<file path="config.mk">
export PLATFORM = sky130hd
export DESIGN_NAME = an_frame_corrector_flat
export DESIGN_NICKNAME = d
export VERILOG_FILES = /design/src/rtl/an_frame_corrector_if.sv /design/src/rtl/an_frame_corrector.sv /design/src/flat_wrapper.sv
export SDC_FILE = /design/constraint.sdc
export NUM_CORES = 1
export LEC_CHECK = 0
export BUFFER_PORTS_ARGS = -buffer_cell sky130_fd_sc_hd__buf_2
export CORE_MARGIN = 1.5
export CORE_UTILIZATION = 55
export DETAILED_ROUTE_END_ITERATION = 8
export HOLD_SLACK_MARGIN = 0.12
export PLACE_DENSITY = 0.74
export SLEW_MARGIN = 0
export SYNTH_ARGS = -nofsm -noshare
export SYNTH_HDL_FRONTEND = slang
export SYNTH_SLANG_ARGS = --single-unit
</file>
<file path="constraint.sdc">
create_clock -name clk -period 12.97 [get_ports clk]
set_input_delay 0 -clock clk [delete_from_list [all_inputs] [get_ports clk]]
set_output_delay 0 -clock clk [all_outputs]
set_load 0.03 [all_outputs]
</file>
<file path="src/rtl/an_frame_corrector_if.sv">
// Stream interface for an_frame_corrector.
//   in_valid/in_ready/in_cw        : codeword input channel (one codeword per beat)
//   out_valid/out_ready/out_msg    : decoded message output channel
//   out_corr/out_uncorr/out_last   : per-message status and end-of-frame marker
// master: the environment side (drives codewords, accepts messages).
// slave : the corrector side.
interface an_frame_corrector_if #(
  parameter int unsigned CW_W  = 14,
  parameter int unsigned MSG_W = 10
);
  logic             in_valid;
  logic             in_ready;
  logic [CW_W-1:0]  in_cw;
  logic             out_valid;
  logic             out_ready;
  logic [MSG_W-1:0] out_msg;
  logic             out_corr;
  logic             out_uncorr;
  logic             out_last;

  modport master (
    output in_valid, in_cw, out_ready,
    input  in_ready, out_valid, out_msg, out_corr, out_uncorr, out_last
  );

  modport slave (
    input  in_valid, in_cw, out_ready,
    output in_ready, out_valid, out_msg, out_corr, out_uncorr, out_last
  );
endinterface

</file>
<file path="src/rtl/an_frame_corrector.sv">
// AN-code frame corrector. Buffers a ROWS x COLS frame of AN codewords (cw = A*msg), computes
// Barrett residues on load, repairs single-bit flips by an iterative bit search (at most MAX_CORR
// cells per frame), then streams out the decoded messages in raster order.
// Ports:
//   clk, rst          : clock, synchronous active-high reset
//   bus (slave)       : codeword input stream and message output stream with status flags
//   row_err, col_err  : cells with non-zero residue in the current frame, held until next load
//   stat_corr/uncorr  : (AN_CORR_STATS_EN only) saturating counts of corrected/uncorrectable
//                       messages accepted at the output
// Optional feature macro: AN_CORR_STATS_EN.
module an_frame_corrector #(
  parameter int unsigned A        = 29,
  parameter int unsigned CW_W     = 14,
  parameter int unsigned MSG_W    = 10,
  parameter int unsigned K        = 28,
  parameter int unsigned MU       = 9256395,
  parameter int unsigned ROWS     = 5,
  parameter int unsigned COLS     = 5,
  parameter int unsigned MAX_CORR = 25
) (
  input  logic                   clk,
  input  logic                   rst,
  an_frame_corrector_if.slave    bus,
  output logic [ROWS-1:0]        row_err,
  output logic [COLS-1:0]        col_err
`ifdef AN_CORR_STATS_EN
  ,
  output logic [15:0]            stat_corr,
  output logic [15:0]            stat_uncorr
`endif
);

  localparam int unsigned N    = ROWS * COLS;
  localparam int unsigned IdxW = (N > 1) ? $clog2(N) : 1;
  localparam int unsigned RowW = (ROWS > 1) ? $clog2(ROWS) : 1;
  localparam int unsigned ColW = (COLS > 1) ? $clog2(COLS) : 1;
  localparam int unsigned RW   = $clog2(A);
  localparam int unsigned BitW = (CW_W > 1) ? $clog2(CW_W) : 1;
  localparam int unsigned CntW = $clog2(MAX_CORR + 1);
  localparam int unsigned PW   = CW_W + K + 1;

  typedef enum logic [1:0] {StLoad, StScan, StSearch, StDrain} state_e;

  // Returns {q, r} with cw = q*A + r, 0 <= r < A.
  function automatic logic [CW_W+RW-1:0] barrett(input logic [CW_W-1:0] cw);
    logic [PW-1:0]   prod;
    logic [CW_W-1:0] qe;
    logic [CW_W-1:0] rx;
    prod = PW'(cw) * PW'(MU);
    qe   = CW_W'(prod >> K);
    rx   = cw - qe * CW_W'(A);
    if (rx >= CW_W'(A)) begin
      qe = qe + CW_W'(1);
      rx = rx - CW_W'(A);
    end
    return {qe, RW'(rx)};
  endfunction

  state_e            state_q, state_d;
  logic [IdxW-1:0]   idx_q, idx_d;
  logic [RowW-1:0]   row_q, row_d;
  logic [ColW-1:0]   col_q, col_d;
  logic [BitW-1:0]   bit_q, bit_d;
  logic [RW-1:0]     p_q, p_d;
  logic [CntW-1:0]   cnt_q, cnt_d;
  logic [ROWS-1:0]   row_err_q, row_err_d;
  logic [COLS-1:0]   col_err_q, col_err_d;

  logic [CW_W-1:0]   cw_mem [N];
  logic [RW-1:0]     r_mem  [N];
  logic [N-1:0]      corr_mem, uncorr_mem;

  logic              load_we, fix_we, mark_corr, mark_uncorr, adv;
  logic [CW_W-1:0]   cur_cw, fix_cw, bq_in, bq_q;
  logic [RW-1:0]     cur_r, bq_r, p_next;
  logic [RW:0]       p2;
  logic              last_idx, match, q_ovf;

  // One Barrett unit shared between load (residue of the incoming word) and drain (quotient).
  assign bq_in         = (state_q == StDrain) ? cw_mem[idx_q] : bus.in_cw;
  assign {bq_q, bq_r}  = barrett(bq_in);
  assign q_ovf         = (bq_q >> MSG_W) != '0;

  assign cur_cw   = cw_mem[idx_q];
  assign cur_r    = r_mem[idx_q];
  assign last_idx = idx_q == IdxW'(N - 1);
  assign fix_cw   = cur_cw ^ (CW_W'(1) << bit_q);

  // p tracks 2^bit mod A. A set bit flipped in adds p to the residue; a cleared bit subtracts p.
  assign p2     = {p_q, 1'b0};
  assign p_next = (p2 >= (RW + 1)'(A)) ? RW'(p2 - (RW + 1)'(A)) : RW'(p2);
  assign match  = cur_cw[bit_q] ? (p_q == cur_r) : ((RW'(A) - p_q) == cur_r);

  always_comb begin
    state_d        = state_q;
    idx_d          = idx_q;
    row_d          = row_q;
    col_d          = col_q;
    bit_d          = bit_q;
    p_d            = p_q;
    cnt_d          = cnt_q;
    row_err_d      = row_err_q;
    col_err_d      = col_err_q;
    load_we        = 1'b0;
    fix_we         = 1'b0;
    mark_corr      = 1'b0;
    mark_uncorr    = 1'b0;
    adv            = 1'b0;
    bus.in_ready   = 1'b0;
    bus.out_valid  = 1'b0;
    bus.out_msg    = '0;
    bus.out_corr   = 1'b0;
    bus.out_uncorr = 1'b0;
    bus.out_last   = 1'b0;

    case (state_q)
      StLoad: begin
        bus.in_ready = !rst;
        if (bus.in_valid && !rst) begin
          load_we = 1'b1;
          if (bq_r != '0) begin
            row_err_d[row_q] = 1'b1;
            col_err_d[col_q] = 1'b1;
          end
          if (col_q == ColW'(COLS - 1)) begin
            col_d = '0;
            row_d = row_q + RowW'(1);
          end else begin
            col_d = col_q + ColW'(1);
          end
          if (last_idx) begin
            state_d = StScan;
            idx_d   = '0;
            row_d   = '0;
            col_d   = '0;
            cnt_d   = '0;
          end else begin
            idx_d = idx_q + IdxW'(1);
          end
        end
      end
      StScan: begin
        if (cur_r == '0) begin
          adv = 1'b1;
        end else if (cnt_q < CntW'(MAX_CORR)) begin
          state_d = StSearch;
          bit_d   = '0;
          p_d     = RW'(1);
        end else begin
          mark_uncorr = 1'b1;
          adv         = 1'b1;
        end
      end
      StSearch: begin
        if (match) begin
          fix_we    = 1'b1;
          mark_corr = 1'b1;
          cnt_d     = cnt_q + CntW'(1);
          adv       = 1'b1;
        end else if (bit_q == BitW'(CW_W - 1)) begin
          mark_uncorr = 1'b1;
          adv         = 1'b1;
        end else begin
          bit_d = bit_q + BitW'(1);
          p_d   = p_next;
        end
      end
      StDrain: begin
        bus.out_valid  = 1'b1;
        bus.out_msg    = bq_q[MSG_W-1:0];
        bus.out_corr   = corr_mem[idx_q] & ~q_ovf;
        bus.out_uncorr = uncorr_mem[idx_q] | q_ovf;
        bus.out_last   = last_idx;
        if (bus.out_ready) begin
          if (last_idx) begin
            state_d   = StLoad;
            idx_d     = '0;
            row_err_d = '0;
            col_err_d = '0;
          end else begin
            idx_d = idx_q + IdxW'(1);
          end
        end
      end
      default: state_d = StLoad;
    endcase

    // Move on to the next cell, or start draining after the last one.
    if (adv) begin
      if (last_idx) begin
        state_d = StDrain;
        idx_d   = '0;
      end else begin
        state_d = StScan;
        idx_d   = idx_q + IdxW'(1);
      end
    end
  end

  always_ff @(posedge clk) begin
    if (rst) begin
      state_q   <= StLoad;
      idx_q     <= '0;
      row_q     <= '0;
      col_q     <= '0;
      bit_q     <= '0;
      p_q       <= '0;
      cnt_q     <= '0;
      row_err_q <= '0;
      col_err_q <= '0;
    end else begin
      state_q   <= state_d;
      idx_q     <= idx_d;
      row_q     <= row_d;
      col_q     <= col_d;
      bit_q     <= bit_d;
      p_q       <= p_d;
      cnt_q     <= cnt_d;
      row_err_q <= row_err_d;
      col_err_q <= col_err_d;
    end
  end

  // Frame buffer; per-cell flags are cleared as each cell is loaded.
  always_ff @(posedge clk) begin
    if (load_we) begin
      cw_mem[idx_q]     <= bus.in_cw;
      r_mem[idx_q]      <= bq_r;
      corr_mem[idx_q]   <= 1'b0;
      uncorr_mem[idx_q] <= 1'b0;
    end
    if (fix_we)      cw_mem[idx_q]     <= fix_cw;
    if (mark_corr)   corr_mem[idx_q]   <= 1'b1;
    if (mark_uncorr) uncorr_mem[idx_q] <= 1'b1;
  end

  assign row_err = row_err_q;
  assign col_err = col_err_q;

`ifdef AN_CORR_STATS_EN
  logic [15:0] stat_corr_q, stat_uncorr_q;

  always_ff @(posedge clk) begin
    if (rst) begin
      stat_corr_q   <= '0;
      stat_uncorr_q <= '0;
    end else if (bus.out_valid && bus.out_ready) begin
      if (bus.out_corr && stat_corr_q != 16'hFFFF)     stat_corr_q   <= stat_corr_q + 16'd1;
      if (bus.out_uncorr && stat_uncorr_q != 16'hFFFF) stat_uncorr_q <= stat_uncorr_q + 16'd1;
    end
  end

  assign stat_corr   = stat_corr_q;
  assign stat_uncorr = stat_uncorr_q;
`endif

endmodule

</file>
<file path="src/flat_wrapper.sv">
// flat-port wrapper written by rule: the top's interface ports become plain ports
module an_frame_corrector_flat 
#(
  parameter int unsigned A        = 29,
  parameter int unsigned CW_W     = 14,
  parameter int unsigned MSG_W    = 10,
  parameter int unsigned K        = 28,
  parameter int unsigned MU       = 9256395,
  parameter int unsigned ROWS     = 5,
  parameter int unsigned COLS     = 5,
  parameter int unsigned MAX_CORR = 25
)
  (clk, rst, row_err, col_err, bus_in_valid, bus_in_cw, bus_out_ready, bus_in_ready, bus_out_valid, bus_out_msg, bus_out_corr, bus_out_uncorr, bus_out_last);
  an_frame_corrector_if #(.CW_W(CW_W), .MSG_W(MSG_W)) bus_i ();
  input  logic clk;
  input  logic rst;
  output logic [ROWS-1:0] row_err;
  output logic [COLS-1:0] col_err;
  input wire logic [$bits(bus_i.in_valid)-1:0] bus_in_valid;
  input wire logic [$bits(bus_i.in_cw)-1:0] bus_in_cw;
  input wire logic [$bits(bus_i.out_ready)-1:0] bus_out_ready;
  output wire logic [$bits(bus_i.in_ready)-1:0] bus_in_ready;
  output wire logic [$bits(bus_i.out_valid)-1:0] bus_out_valid;
  output wire logic [$bits(bus_i.out_msg)-1:0] bus_out_msg;
  output wire logic [$bits(bus_i.out_corr)-1:0] bus_out_corr;
  output wire logic [$bits(bus_i.out_uncorr)-1:0] bus_out_uncorr;
  output wire logic [$bits(bus_i.out_last)-1:0] bus_out_last;
  assign bus_i.in_valid = bus_in_valid;
  assign bus_i.in_cw = bus_in_cw;
  assign bus_i.out_ready = bus_out_ready;
  assign bus_in_ready = bus_i.in_ready;
  assign bus_out_valid = bus_i.out_valid;
  assign bus_out_msg = bus_i.out_msg;
  assign bus_out_corr = bus_i.out_corr;
  assign bus_out_uncorr = bus_i.out_uncorr;
  assign bus_out_last = bus_i.out_last;
  an_frame_corrector #(.A(A), .CW_W(CW_W), .MSG_W(MSG_W), .K(K), .MU(MU), .ROWS(ROWS), .COLS(COLS), .MAX_CORR(MAX_CORR)) u_core (.clk(clk), .rst(rst), .bus(bus_i), .row_err(row_err), .col_err(col_err));
endmodule
</file>
Yosys cells after proc, flatten, opt, wreduce, memory -nomap -nowiden --
Memories as Yosys holds them, arrays and structs flattened. A register that Yosys moved wholly into a read port is not among the register bits. Index checks and enable logic that the tools add are counted.
Operators by class: reduce and logical (&&, ||, !) cells 22, equality and inequality tests 24, multiplexer cells 87, multiply operators 2, add/subtract/negate cells 10, shifts and indexed selects 1, bitwise operators 12, $lt $le $gt $ge 10
Operators with widths (count):
- $mux W5 | 22
- $mux W25 | 4
- $and A25 B25 Y25 | 2
- $or A25 B25 Y25 | 2
- $pmux W5 S2 | 5
- $mul A14 B24 Y38 const B | 1
- $mux W14 | 2
- $mux W1 | 26
- $not A25 Y25 | 1
- $mux W2 | 8
- $mux W4 | 4
- $ge A14 B5 Y1 const B | 1
- $mul A10 B5 Y14 const B | 1
- $reduce_bool A14 Y1 | 1
- $shl A1 B4 Y14 const A | 1
- $sub A14 B14 Y14 | 1
- $xor A14 B14 Y14 | 1
- $mux W3 | 4
- $ne A2 B1 Y1 const B | 6
- $ne A3 B1 Y1 const B | 4
- $add A10 B1 Y11 const B | 1
- $mux W11 | 1
- $add A5 B1 Y5 const B | 2
- $bmux W1 S5 | 2
- 43 further kinds | 65
Word-level totals: bits in writable memories 475, flip-flop bits (word level) 87, word-level logic and storage cells 181, input port bits 18, output and inout bits 25, memories kept 2
Memory list:
- u_core.cw_mem | words 25, bits a word 14, rd ports 1, clocked after memory_dff 1, wr ports 1, line an_frame_corrector.sv:69 | logic [CW_W-1:0] cw_mem [N];
- u_core.r_mem | words 25, bits a word 5, rd ports 1, clocked after memory_dff 1, wr ports 1, line an_frame_corrector.sv:70 | logic [RW-1:0] r_mem [N];

Logic depth before layout (Yosys ltp) --
depth in word-level cells 11, depth in mapped cells 55, mapped depth without buffers 50

Worst setup path before layout --
Ideal clock, no wire load.
kind register -> register, from register with a tool-made name, to memory u_core.r_mem[0][1] (netlist bit) (data pin), required time 12570 ps, cell stages (with the launch flop) 53, data arrival time 12866 ps, clock period less this slack 13266 ps, slack -296 ps, cell sequence dfxtp_1 > buf_6 > buf_12 > buf_12 > buf_12 > mux4_2 > mux2_2 > mux4_2 > nor2_1 > or2_2 > inv_1 > fa_1 > inv_1 > fa_1 > inv_1 > fa_1 > inv_1 > fa_1 > [17 not listed] > inv_1 > fa_1 > inv_1 > fa_1 > inv_1 > ha_1 > nand2_1 > nor2_1 > a211o_1 > xor2_1 > o21ai_0 > nor4bb_1 > and4_1 > o211a_1 > o2111ai_2 > a21o_1 > buf_2 > o21ai_0
RTL lines (line):
- to (decl) | an_frame_corrector.sv:70

==> reports/metrics.yaml <==
synth:
  synth_edf_count: 475
  synth.distinct_cells: 85
  synth.net_count: 2574
  synthFlopType: "edfxtp_1"
  synth_area_leader_cell: "edfxtp_1"
  synth-seq-area-share_pct: 51.2
  synth_top_area_share_pct: 45.4
  synth.avg_cell_area_um2: 14.2
  syn_area_mm2: 0.0314
  async_reset_ff_share_pct: 0
  synth_seq_cells: 567
  yosys_warnings: 0
  synth.area.top_cells: "edfxtp_1 (45%), fa_1 (8.4%), ha_1 (8.3%)"
  syn-instance-count: 2216
clock_tree:
  tritoncts: "built"
  clock_path_buffers: 3
  cts_root_buffer: "clkbuf_16"
  path_clk_slew_ns: 0.07
  clk_latency_ns: 0.61
  cts_max_level: 2
  clkSinkCount: 567
  numCtsBuffers: 56
timing:
  worst_clock_skew_ns: 0.0252
  rsz0062_at_grt: "true"
  timing.slew.headroom_pct: 22.5
  finalHoldViolations: 0
  finalSetupViolCount: 0
  min_period_ns: 12.74
  period_share_pct: 98.2
  whs_ns: 0.222
  worstMarginPinSlew_ns: 1.16
  fmax_mhz: 78.5
  drv_slew: 0
cells_and_area:
  mostFrequentLayoutCell: "edfxtp_1"
  layout.nets: 2749
  nFillCells: 4143
  syn_to_final_growth_pct: 13.3
  layout-drive-gt1-share_pct: 21.7
  mostFrequentLayoutCells: "edfxtp_1 (475), inv_1 (248), ha_1 (201)"
  diodes: 0
setup_path:
  worstPathArrival_ns: 12.74
  r2r_setup_slack_ns: 0.45
  critPathRequiredTime_ns: 12.97
  crit_path_end: "bus_out_msg[9]"
  worst_path_most_repeated_cell: "inv_2"
  slowest_stage: "fa_2"
  critPathMaxStageDelay_ns: 0.60
  r2r_end: "u_core.r_mem[12][2]$_DFFE_PP_"
  critPathLaunchType: "register"
  reg2regPathDepth: 50
  worstPathMaxFanout: 6
  worstSetupPathType: "register to output port"
  endpoint_kind: "output port"
die:
  initial_core_util_pct: 55.7
  die_x_um: 242
  fp-row-count: 87
  chipHeight_um: 242
  core_mm2: 0.0564
  io_pins: 43
  die_area_mm2: 0.0586
routing:
  avgRoutedWirePerCell_um: 23.5
  routed_wl_mm: 75.1
  num_vias: 19066
  drt_pass1_iterations: 6
  viasPerCell: 5.98
  drt_iter0_markers: 1567
  drc: 0
  ant_nets: 0
global_route:
  grt-ovfl-total: 0
  track_usage_pct: 25.6
  antenna_found_initial: 1
  grt_pass1_vias: 19571
  grt_pass1_wl_mm: 114
  grt_max_degree: 78
placement:
  post-dp-hpwl_mm: 51.8
  port_buffers: 42
  gp_congestion: 0.943
min_path:
  hold_class: "input pin to register"
status:
  outcome: "complete, no violations"
job:
  max_cap_violations: 0
[layer usage]
metal | global-route usage, % | vias up | routed length [um]
met1 | 34.6 | 9673 | 30700
met5 | 0 | - | 0
met3 | 3.33 | 152 | 4780
li1 | - | 8516 | -
met4 | 9.85 | 0 | 2750
met2 | 42.6 | 725 | 36800
[cell families (layout without fill, tap and decap cells)]
group	after synthesis	count (layout)	share of synthesized area [%]
buf+inv	353	571	5.04
simple gates	330	330	4.91
flops	567	567	51.2
fa+ha+maj	340	340	16.7
compound gates	335	335	7.07
xor+xnor	70	70	2.00
mux	221	221	13.1
[critical path, delay by kind of cell (launching register included)]
family | cells | cell delay [ns]
AO/OA/AOI/OAI | 15 | 2.61
XOR/XNOR | 2 | 0.32
adder cells (fa/ha/maj) | 11 | 5.23
buffers and inverters | 14 | 1.02
flip-flops | 1 | 0.43
multiplexers | 3 | 1.31
AND/OR/NAND/NOR | 6 | 1.19
[area by class of cell]
class | instances | area (um2) | area share (%)
timing repair buffer | 206 | 1630 | 4.57
clock buffer | 70 | 1520 | 4.25
sequential | 567 | 16100 | 45.2
multi-input combinational | 1296 | 14100 | 39.7
tap | 756 | 946 | 2.66
clock inverter | 31 | 297 | 0.832
inverter | 264 | 991 | 2.78
[metrics by stage]
stage               util [%]  setup TNS, ns  setup slack [ns]  cells  instance area, um2
CTS                     62.2              0           0.00786   3166               35100
finish                  63.2              0             0.234   3190               35600
global route            63.2          -3.40            -0.253   3190               35600
global placement        58.6              0             0.286   3044               33000
detailed placement      58.6              0            0.0128   3044               33000
floorplan                  -              0            0.0126   2216               31400
[Yosys cell counts (all sizes together) (5+ instances only)]
cell type	count
nand2	83
a21o	25
a31o	5
nor2b	17
inv	262
a221oi	14
nand3	34
o21ai	142
xor2	23
edfxtp	475
mux4	138
a31oi	11
ha	208
o21a	9
nor3b	6
dfxtp	92
nor2	114
and3	6
mux2	26
nand2b	6
clkbuf	42
o211ai	6
buf	45
fa	132
nand4	15
nor3	18
a21oi	68
mux2i	57
xnor2	47
o2111ai	10
or2	7
and2	9
[timing repair]
item / 4_1_cts / 5_1_grt
cloned: 0 / 2
hold endpoints to repair: 372 / 0
endpoints found under the setup margin: 37 / 147
hold buffers: 15 / 0
gates resized for setup: 6 / 94
pin swaps: 3 / 31
setup buffers: 6 / 22
[flip-flops by register name, indices dropped and copies added, names as in the netlist, named ones only]
register and flops:
u_core.bit_q 4, u_core.uncorr_mem 25, u_core.row_err 5, u_core.idx_q 5
u_core.cnt_q 5, u_core.col_err 5, u_core.r_mem 125, u_core.state_q 2
u_core.corr_mem 25, u_core.cw_mem 350, u_core.row_q 3, u_core.p_q 5
u_core.col_q 3
[worst min path at each step]
stage	from	end	slack (ns)	cells past startpoint
6_report	bus_in_cw[2]	u_core.cw_mem[0][2]$_DFFE_PP_	0.22	2
5_1_grt	bus_in_cw[2]	u_core.cw_mem[16][2]$_DFFE_PP_	0.25	2
4_1_cts	bus_in_cw[2]	u_core.cw_mem[0][2]$_DFFE_PP_	0.20	2
3_5_place_dp	u_core.row_err[1]$_SDFFE_PP0P_	row_err[1]	0.46	1
3_3_place_gp	u_core.corr_mem[24]$_DFF_P_	u_core.corr_mem[24]$_DFF_P_	0.44	2
2_1_floorplan	rst	u_core.bit_q[2]$_SDFFE_PP0P_	0.23	2
Power is not shown: default switching activity piles up to over one toggle a cycle in this logic, so the estimate is an artifact.
